**src/rtl/stopwatch_ctrl.sv**
```systemverilog
// ============================================================================
// Module   : stopwatch_ctrl
// Brief    : M:SS.t stopwatch sequencer with run/pause FSM, tick prescaler,
//            BCD carry chain, lap-hold capture and sticky overflow flag.
// Revision : 1.0 - initial release
// ============================================================================
`default_nettype none

module stopwatch_ctrl #(
  parameter int TICK_DIV = 5000000,
  parameter int PW       = 23
) (
  input  logic        clk,
  input  logic        rst,
  input  logic        start,
  input  logic        stop,
  input  logic        clear,
  input  logic        lap,
  output logic [15:0] disp,
  output logic        running,
  output logic        paused,
  output logic        held,
  output logic        ovf,
  output logic        tick
);

  localparam logic [1:0]    S_IDLE  = 2'd0;
  localparam logic [1:0]    S_RUN   = 2'd1;
  localparam logic [1:0]    S_PAUSE = 2'd2;
  localparam logic [PW-1:0] C_TOP   = PW'(TICK_DIV - 1);

  logic [1:0]    state_q, state_d;
  logic          running_q, running_d, paused_q, paused_d;
  logic [PW-1:0] presc_q, presc_d;
  logic [15:0]   live_q, live_d, lapr_q, lapr_d, disp_q, disp_d;
  logic          held_q, held_d, ovf_q, ovf_d, tick_q, tick_d;
  logic          w_adv, w_c1, w_c2, w_c3, w_wrap;

  always_ff @(posedge clk) begin
    if (rst) state_q <= S_IDLE;
    else     state_q <= state_d;
  end

  // Priority: clear > stop > start.
  always_comb begin
    state_d = state_q;
    if (clear)                           state_d = S_IDLE;
    else if (stop && state_q == S_RUN)   state_d = S_PAUSE;
    else if (start && state_q != S_RUN)  state_d = S_RUN;
  end

  always_comb begin
    running_d = (state_d == S_RUN);
    paused_d  = (state_d == S_PAUSE);
  end

  // Carry chain keyed on the registered state so a stop on a tick edge still advances.
  assign w_adv  = (state_q == S_RUN) && (presc_q == C_TOP);
  assign w_c1   = w_adv && (live_q[3:0]   == 4'd9);
  assign w_c2   = w_c1  && (live_q[7:4]   == 4'd9);
  assign w_c3   = w_c2  && (live_q[11:8]  == 4'd5);
  assign w_wrap = w_c3  && (live_q[15:12] == 4'd9);

  always_comb begin
    presc_d = presc_q;
    live_d  = live_q;
    ovf_d   = ovf_q | w_wrap;
    tick_d  = w_adv & ~clear;
    held_d  = held_q;
    lapr_d  = lapr_q;
    if (clear) begin
      presc_d = '0;
      live_d  = '0;
      ovf_d   = 1'b0;
      held_d  = 1'b0;
      lapr_d  = '0;
    end else begin
      if (state_q == S_RUN) presc_d = w_adv ? '0 : presc_q + PW'(1);
      if (w_adv) live_d[3:0]   = w_c1   ? 4'd0 : live_q[3:0]   + 4'd1;
      if (w_c1)  live_d[7:4]   = w_c2   ? 4'd0 : live_q[7:4]   + 4'd1;
      if (w_c2)  live_d[11:8]  = w_c3   ? 4'd0 : live_q[11:8]  + 4'd1;
      if (w_c3)  live_d[15:12] = w_wrap ? 4'd0 : live_q[15:12] + 4'd1;
      if (lap) begin
        if (held_q) begin
          held_d = 1'b0;
        end else if (state_q == S_RUN) begin
          held_d = 1'b1;
          lapr_d = live_q;
        end
      end
    end
    disp_d = held_d ? lapr_d : live_d;
  end

  always_ff @(posedge clk) begin
    if (rst) begin
      running_q <= 1'b0;
      paused_q  <= 1'b0;
      presc_q   <= '0;
      live_q    <= '0;
      lapr_q    <= '0;
      disp_q    <= '0;
      held_q    <= 1'b0;
      ovf_q     <= 1'b0;
      tick_q    <= 1'b0;
    end else begin
      running_q <= running_d;
      paused_q  <= paused_d;
      presc_q   <= presc_d;
      live_q    <= live_d;
      lapr_q    <= lapr_d;
      disp_q    <= disp_d;
      held_q    <= held_d;
      ovf_q     <= ovf_d;
      tick_q    <= tick_d;
    end
  end

  assign disp    = disp_q;
  assign running = running_q;
  assign paused  = paused_q;
  assign held    = held_q;
  assign ovf     = ovf_q;
  assign tick    = tick_q;

endmodule

`default_nettype wire

```
**config.mk**
```make
export PLATFORM = sky130hd
export DESIGN_NAME = stopwatch_ctrl
export DESIGN_NICKNAME = d
export VERILOG_FILES = /design/src/rtl/stopwatch_ctrl.sv
export SDC_FILE = /design/constraint.sdc
export NUM_CORES = 1
export LEC_CHECK = 0
export ABC_AREA = 1
export CAP_MARGIN = 20
export CORE_MARGIN = 2
export CORE_UTILIZATION = 45
export CTS_BUF_LIST = sky130_fd_sc_hd__clkbuf_16
export DETAILED_ROUTE_END_ITERATION = 6
export SLEW_MARGIN = 10
export SYNTH_ARGS = -nofsm -noshare
export SYNTH_HDL_FRONTEND = slang
export SYNTH_SLANG_ARGS = --single-unit
```
**constraint.sdc**
```tcl
create_clock -name clk -period 2.6 [get_ports clk]
set_input_delay 0.78 -clock clk [delete_from_list [all_inputs] [get_ports clk]]
set_output_delay 0.78 -clock clk [all_outputs]
set_load 0.05 [all_outputs]
```
# Yosys cells after proc, flatten, opt, wreduce, memory -nomap -nowiden
# Cells that the tools add are included.
# word_totals
reg_bits	78
inputBits	6
# classes
n_mux	22
reduce_logical	8
add_sub_neg	5
n_eq_ne	9
n_bitwise	3
# op_table
operator	count
16-bit 2-to-1 mux	6
4-bit 2-to-1 mux	8
23-bit by 1-bit adder with 23-bit output, second input constant	1
23-bit == test, second input constant	1
23-bit 2-to-1 mux	1
4-bit by 1-bit adder with 4-bit output, second input constant	4
4-bit == test, second input constant	3
1-bit logical AND	7
2-bit 2-to-1 mux	3
2-bit by 1-bit == test with 1-bit output, second input constant	2
4-bit by 3-bit == test with 1-bit output, second input constant	1
1-bit 2-to-1 mux	4
2-bit == test, second input constant	1
2-bit by 1-bit inequality test with 1-bit output, second input constant	1
2-bit OR reduction	1
1-bit AND	1
1-bit inverter	1
1-bit OR	1

# Depth between registers and ports, before layout
# Gate-level depths: netlist of the first run.
# logic_depth
word_depth	10
depth_mapped	12
mapped_depth_nobuf	12

# Least setup slack after synthesis of the first run
# OpenSTA, ideal clock, no wires.
# synth_timing
path_kind	input to register
start	in lap
end	reg disp_q[8] (netlist: disp[8])
setup_ps	131
n_path_buf	1
t_arrival_ps	1753
slack_ps	716
path_stages	8
path_cell_list	inv_1 -> nor3_4 -> inv_2 -> buf_2 -> nor2_1 -> nor3_1 -> o21ai_0 -> a21oi_1
# synth_between
elab_chain_cells	3
# synth_lines
item	line_no	source
from (decl)	18	input logic lap,
16-bit 2-to-1 mux or 1-bit 2-to-1 mux (tied branches)	83	if (lap) begin
16-bit 2-to-1 mux or 1-bit 2-to-1 mux (tied branches)	71	if (clear) begin
16-bit 2-to-1 mux *	92	disp_d = held_d ? lapr_d : live_d;
to (signal assigned)	112	disp_q <= disp_d;
to (decl)	35	logic [15:0] live_q, live_d, lapr_q, lapr_d, disp_q, disp_d;
# Mark *: on every way between the ends. The rest lies on a longest branch, timed or not.
# A chain may end at the register's enable or synchronous reset.

# Final worst setup path of the first run
# layout_timing
start	reg held_q (netlist: held)
end	out held
# layout_rtl
item	line_no	source
from (decl)	36	logic held_q, held_d, ovf_q, ovf_d, tick_q, tick_d;
from (signal assigned)	113	held_q <= held_d;
to (decl)	22	output logic held,
# No word-level cell between the ends.

==> flow_summary.ini, run 1 <==
[power]
p_leak_nw = 1.70
vdd_drop_max_mv = 0.448
power_density_nw_per_um2 = 564

[worst_setup_path]
end_kind = primary output
path_delay_family = buffers and inverters
path_class = flip-flop to primary output
cp_slowest_cell = clkdlybuf4s50_1
crit_fanout = 3
required_ns = 1.82
slowest_delay_ns = 0.83
start_kind = flip-flop
path_cells = clkdlybuf4s50_1
worst-path-buf-inv = 1
crit_arrival_ns = 1.55

[cts]
clk_latency_ns = 0.33
htreeDepth = 3
cts_hold_buf = 0
cts.path.max_buffers = 2
clk_pin_slew_worst_paths_ns = 0.06
cts_tree = yes
cts_setup_buffers = 0
root_buffer = clkbuf_16
cts_resized = 0
cts_sinks = 78
cts_buffers = 9

[synth]
synth_area_um2 = 3660
synth_area_per_cell_um2 = 7.51
yosysWarnings = 0
async_reset_ff_frac = 0
yosysMostFrequentCell = nor2_1
syn_inst = 487
synth.area.mux_share = 0
synthAdderAreaFrac = 0.0308
yosys-top-cells-count = 81 x nor2_1, 78 x dfxtp_1, 57 x nand2_1
synth_top_family_by_area = simple AND/OR/NAND/NOR gates
synth_top_area_share = 0.427
synth_area_leaders = dfxtp_1 43%, nor2_1 8.3%, nand2_1 5.8%
yosys.area_share.simple = 0.343
synthFlopType = dfxtp_1
yosys.area.top_type = dfxtp_1
seq_area_frac_synth = 0.427
synth_fp_nets = 502
yosys.area_share.xor_xnor = 0.00958
synthDistinctLibCells = 40
synth_edf_count = 0
synth-compound-area-share = 0.115
synth-seq-cells = 78

[die]
fp.dieH_um = 94.2
die_area_um2 = 8870
ios = 27
coreArea_um2 = 7810
initial_core_util = 0.469
die_width_um = 94.2
row_count = 32

[sta]
max_freq_mhz = 428
hold_viol = 0
hold_slack_ns = 0.484
final_max_slew_viol_count = 0
fin_crit_sh = 0.898
worstMarginPinSlew_ns = 0.695
rsz0062_at_grt = false
skew_ns = 0.00637
finalSetupTns_ns = 0
period_minus_slack_ns = 2.33
setup_viol = 0
slew_headroom = 0.537

[grt]
use_met1 = 0.234
grt_pass1_wl_um = 13900
grt_use_total = 0.200
overflow = 0
antenna_found_initial = 0
top_usage_layer = met2
grt_use_met2 = 0.361
grt_max_degree = 22
grt_pass1_vias = 3042
grt_util_met3 = 0.0498

[placed_design]
io_buffers = 26
dpl.hpwl_um = 5960
place.gp.congestion = 0.883

[route]
firstDrtPassIters = 5
drtIter0Drc = 104
route.detailed.drc = 0
via_per_inst = 5.16
ant_nets = 0
vias = 3222
routed_wl_um = 8130
avgRoutedWirePerCell_um = 13.0

[cells_and_area]
drive_above_1_share = 0.111
syn2layout_area_growth_pct = 18.0
diodes = 0
fin_nets = 533

[run_status]
status = completed

[flow_run]
drv_cap = 0

[worst_hold_path]
hp-class = flip-flop to flip-flop
[per-layer routing]
metal  wire (um)  up-vias  share of wire
met4         110        0          0.014
met5           0        -              0
met3         239        6          0.029
met1        3740     1487           0.46
li1            -     1674              -
met2        4040       55           0.50
[power breakdown]
part	switching, W	leakage, nW	total (W)	internal, W
clock network	0.000446	0.134	0.00107	0.000621
registers	0.00000449	0.630	0.00121	0.00121
logic	0.000104	0.932	0.000153	0.0000482
[worst reg2reg max path: cells and delay by family, from the launching register on]
family | cells | cell delay (ns)
flip-flops | 1 | 0.38
adder cells (fa/ha/maj) | 1 | 0.19
AO/OA/AOI/OAI | 2 | 0.24
AND/OR/NAND/NOR | 4 | 0.95
buffers and inverters | 1 | 0.08
[final cells by class]
type	count	area, um2
multi-input combinational	339	1830
inverter	56	210
fill	756	3490
clock buffer	9	225
sequential	78	1560
clock inverter	6	23.8
tap	102	128
timing repair buffer	34	340
[registers in the layout (all words and copies together), names as in the netlist]
signal / flops
disp: 16
paused: 1
tick: 1
running: 1
lapr_q: 16
ovf: 1
held: 1
live_q: 16
state_q: 2
presc_q: 23
[kinds of logic (layout without fill, tap and decap cells)]
logic type,after synthesis,in the layout
flops,78,78
buf+inv,70,105
compound gates,77,77
xor+xnor,4,4
fa+ha+maj,9,9
simple gates,249,249
[cells in the final DEF, fill, tap and decap left out, types with 6 or more instances in the layout]
master	netlist	final
nor4_1	18	18
ha_1	9	9
buf_4	1	6
inv_1	51	54
o21ai_0	25	25
clkbuf_16	0	9
nand2_1	57	57
dfxtp_1	78	78
clkdlybuf4s50_1	0	26
nor3_1	25	25
nand3_1	32	32
o21ai_1	6	6
a21oi_1	33	32
nor2_2	8	8
nor2_1	81	81
[through the flow]
step | area [um2] | utilization | cells | setup WS (ns) | total power, W
2_1_floorplan | 3660 | - | 487 | 0.716 | 0.00134
3_3_place_gp | 4050 | 0.519 | 608 | -0.137 | 0.00139
3_5_place_dp | 4070 | 0.521 | 609 | 0.0301 | 0.00139
4_1_cts | 4320 | 0.553 | 624 | 0.250 | 0.00246
5_1_grt | 4320 | 0.553 | 624 | 0.168 | 0.00252
6_report | 4320 | 0.553 | 624 | 0.265 | 0.00243
[worst paths after layout]
path	start	end	slack, ns	cells after the start
setup / recovery	held$_SDFF_PP0_	held	0.27	1
hold / removal	presc_q[5]$_SDFFE_PP0P_	presc_q[5]$_SDFFE_PP0P_	0.48	2
setup reg to reg	presc_q[0]$_SDFFE_PP0P_	presc_q[20]$_SDFFE_PP0P_	0.66	8
hold reg to reg	presc_q[5]$_SDFFE_PP0P_	presc_q[5]$_SDFFE_PP0P_	0.48	2
No activity file was read; power rests on OpenSTA's default activity.
==> inputs of run 2 (changes only) <==
--- a/config.mk
+++ b/config.mk
@@ -6,7 +6,7 @@
 export NUM_CORES = 1
 export LEC_CHECK = 0
 export ABC_AREA = 1
-export CAP_MARGIN = 20
+export CAP_MARGIN = 30
 export CORE_MARGIN = 2
 export CORE_UTILIZATION = 45
 export CTS_BUF_LIST = sky130_fd_sc_hd__clkbuf_16
==> results of run 2 <==
The final DEF is identical to that of run 1; final timing and power are the same.
==> inputs of run 3 (changes only) <==
==> constraint.sdc (replaced) <==
create_clock -name clk -period 2.8 [get_ports clk]
set_input_delay 0.84 -clock clk [delete_from_list [all_inputs] [get_ports clk]]
set_output_delay 0.84 -clock clk [all_outputs]
set_load 0.05 [all_outputs]
==> flow_summary.ini, run 3 (same netlist as run 1, synthesis figures left out) <==
[worst_setup_path]
path_delay_family = buffers and inverters
end_kind = primary output
crit_fanout = 3
crit_arrival_ns = 1.57
cp_slowest_cell = clkdlybuf4s50_1
required_ns = 1.96
path_class = flip-flop to primary output
path_cells = clkdlybuf4s50_1
start_kind = flip-flop
slowest_delay_ns = 0.83
worst-path-buf-inv = 1

[power]
p_total_w = 0.00233
p_int_w = 0.00176
vdd_drop_max_mv = 0.311
seq_power_share = 0.484
swShare = 0.243
power_density_nw_per_um2 = 540
p_leak_nw = 1.67
power_frac_comb = 0.059
power.switching_w = 0.000565
power.share.clock = 0.458

[sta]
max_freq_mhz = 414
period_minus_slack_ns = 2.41
worstMarginPinSlew_ns = 0.569
final_max_slew_viol_count = 0
fin_crit_sh = 0.862
finalSetupTns_ns = 0
hold_viol = 0
rsz0062_at_grt = false
slew_headroom = 0.621
setup_viol = 0
skew_ns = 0.00758

[placed_design]
place.gp.congestion = 0.882
place_area_um2 = 4030
dpl.hpwl_um = 5620
io_buffers = 26
dpl.cell_count = 607

[die]
coreArea_um2 = 7810
die_width_um = 94.2
row_count = 32
ios = 27
die_area_um2 = 8870
fp.dieH_um = 94.2
initial_core_util = 0.469

[grt]
grt_pass1_wl_um = 13800
grt_use_met2 = 0.357
antenna_found_initial = 0
use_met1 = 0.229
grt_util_met3 = 0.0353
grt_max_degree = 37
top_usage_layer = met2
grt_pass1_vias = 3082
overflow = 0
grt_use_total = 0.197

[cts]
clk_pin_slew_worst_paths_ns = 0.06
cts_buffers = 9
clk_latency_ns = 0.34
cts_hold_buf = 0
cts_resized = 0
root_buffer = clkbuf_16
cts_sinks = 78
htreeDepth = 3
cts_tree = yes
cts_setup_buffers = 0
cts.path.max_buffers = 2

[route]
drtIter0Drc = 145
ant_nets = 0
firstDrtPassIters = 5
avgRoutedWirePerCell_um = 12.9
route.detailed.drc = 0
vias = 3201
via_per_inst = 5.14
routed_wl_um = 8050

[cells_and_area]
mostFrequentLayoutCells = 81 x nor2_1, 78 x dfxtp_1, 57 x nand2_1, 51 x inv_1
fillers = 787
mostFrequentLayoutCell = nor2_1
regMostFlops = presc_q
final_cell_area_um2 = 4310
fin_cells = 623
drive_above_1_share = 0.119
seq_area_um2 = 1560
diodes = 0
largest_reg_flops = 23
multi_input_comb_area_um2 = 1830
fin_nets = 531
syn2layout_area_growth_pct = 17.7

[worst_hold_path]
hp-class = flip-flop to flip-flop

[run_status]
status = completed

[flow_run]
drv_cap = 0
==> run 3: changes by cell type in the layout (fill, tap and decap cells not counted), sizes merged <==
cell      before  now
buf            8    6
clkinvlp       0    3
inv           59   57
==> run 3: path summary, 6_finish.rpt <==
check | start | to | depth (start not counted) | slack (ns)
setup / recovery | held$_SDFF_PP0_ | held | 1 | 0.39
hold / removal | presc_q[5]$_SDFFE_PP0P_ | presc_q[5]$_SDFFE_PP0P_ | 2 | 0.50
setup reg to reg | presc_q[0]$_SDFFE_PP0P_ | presc_q[20]$_SDFFE_PP0P_ | 8 | 0.89
hold reg to reg | presc_q[5]$_SDFFE_PP0P_ | presc_q[5]$_SDFFE_PP0P_ | 2 | 0.50
==> run 3: final cells by class <==
class                           count  area share
Multi-Input combinational cell    339       0.424
Sequential cell                    78       0.362
Timing Repair Buffer               32      0.0709
Clock buffer                        9      0.0523
Inverter                           56      0.0488
Tap cell                          102      0.0296
Clock inverter                      7      0.0116
==> run 3: power groups by stage <==
stage          clock, W  sequential [W]  combinational, W
6_report        0.00107         0.00113          0.000137
5_1_grt         0.00114         0.00113          0.000149
4_1_cts         0.00109         0.00113          0.000138
3_5_place_dp          0         0.00115          0.000138
3_3_place_gp          0         0.00115          0.000136
2_1_floorplan         0         0.00117         0.0000712
==> run 3: worst register-to-register path: cells and delay by family (launching register included) <==
kind / cells / cell delay, ns
adder cells (fa/ha/maj): 1 / 0.18
AO/OA/AOI/OAI: 2 / 0.23
flip-flops: 1 / 0.38
AND/OR/NAND/NOR: 4 / 0.93
buffers and inverters: 1 / 0.07
==> run 3: layer usage <==
layer / wire length (um) / vias up
met5: 0 / -
li1: - / 1679
met1: 3680 / 1471
met2: 4010 / 40
met4: 134 / 0
met3: 220 / 11
==> run 3: metrics by stage <==
stage	hold WS [ns]	util	setup slack [ns]
floorplan	0.452	-	0.856
global placement	0.473	0.517	0.374
detailed placement	0.489	0.517	0.343
CTS	0.499	0.552	0.379
global route	0.511	0.552	0.361
finish	0.497	0.552	0.386
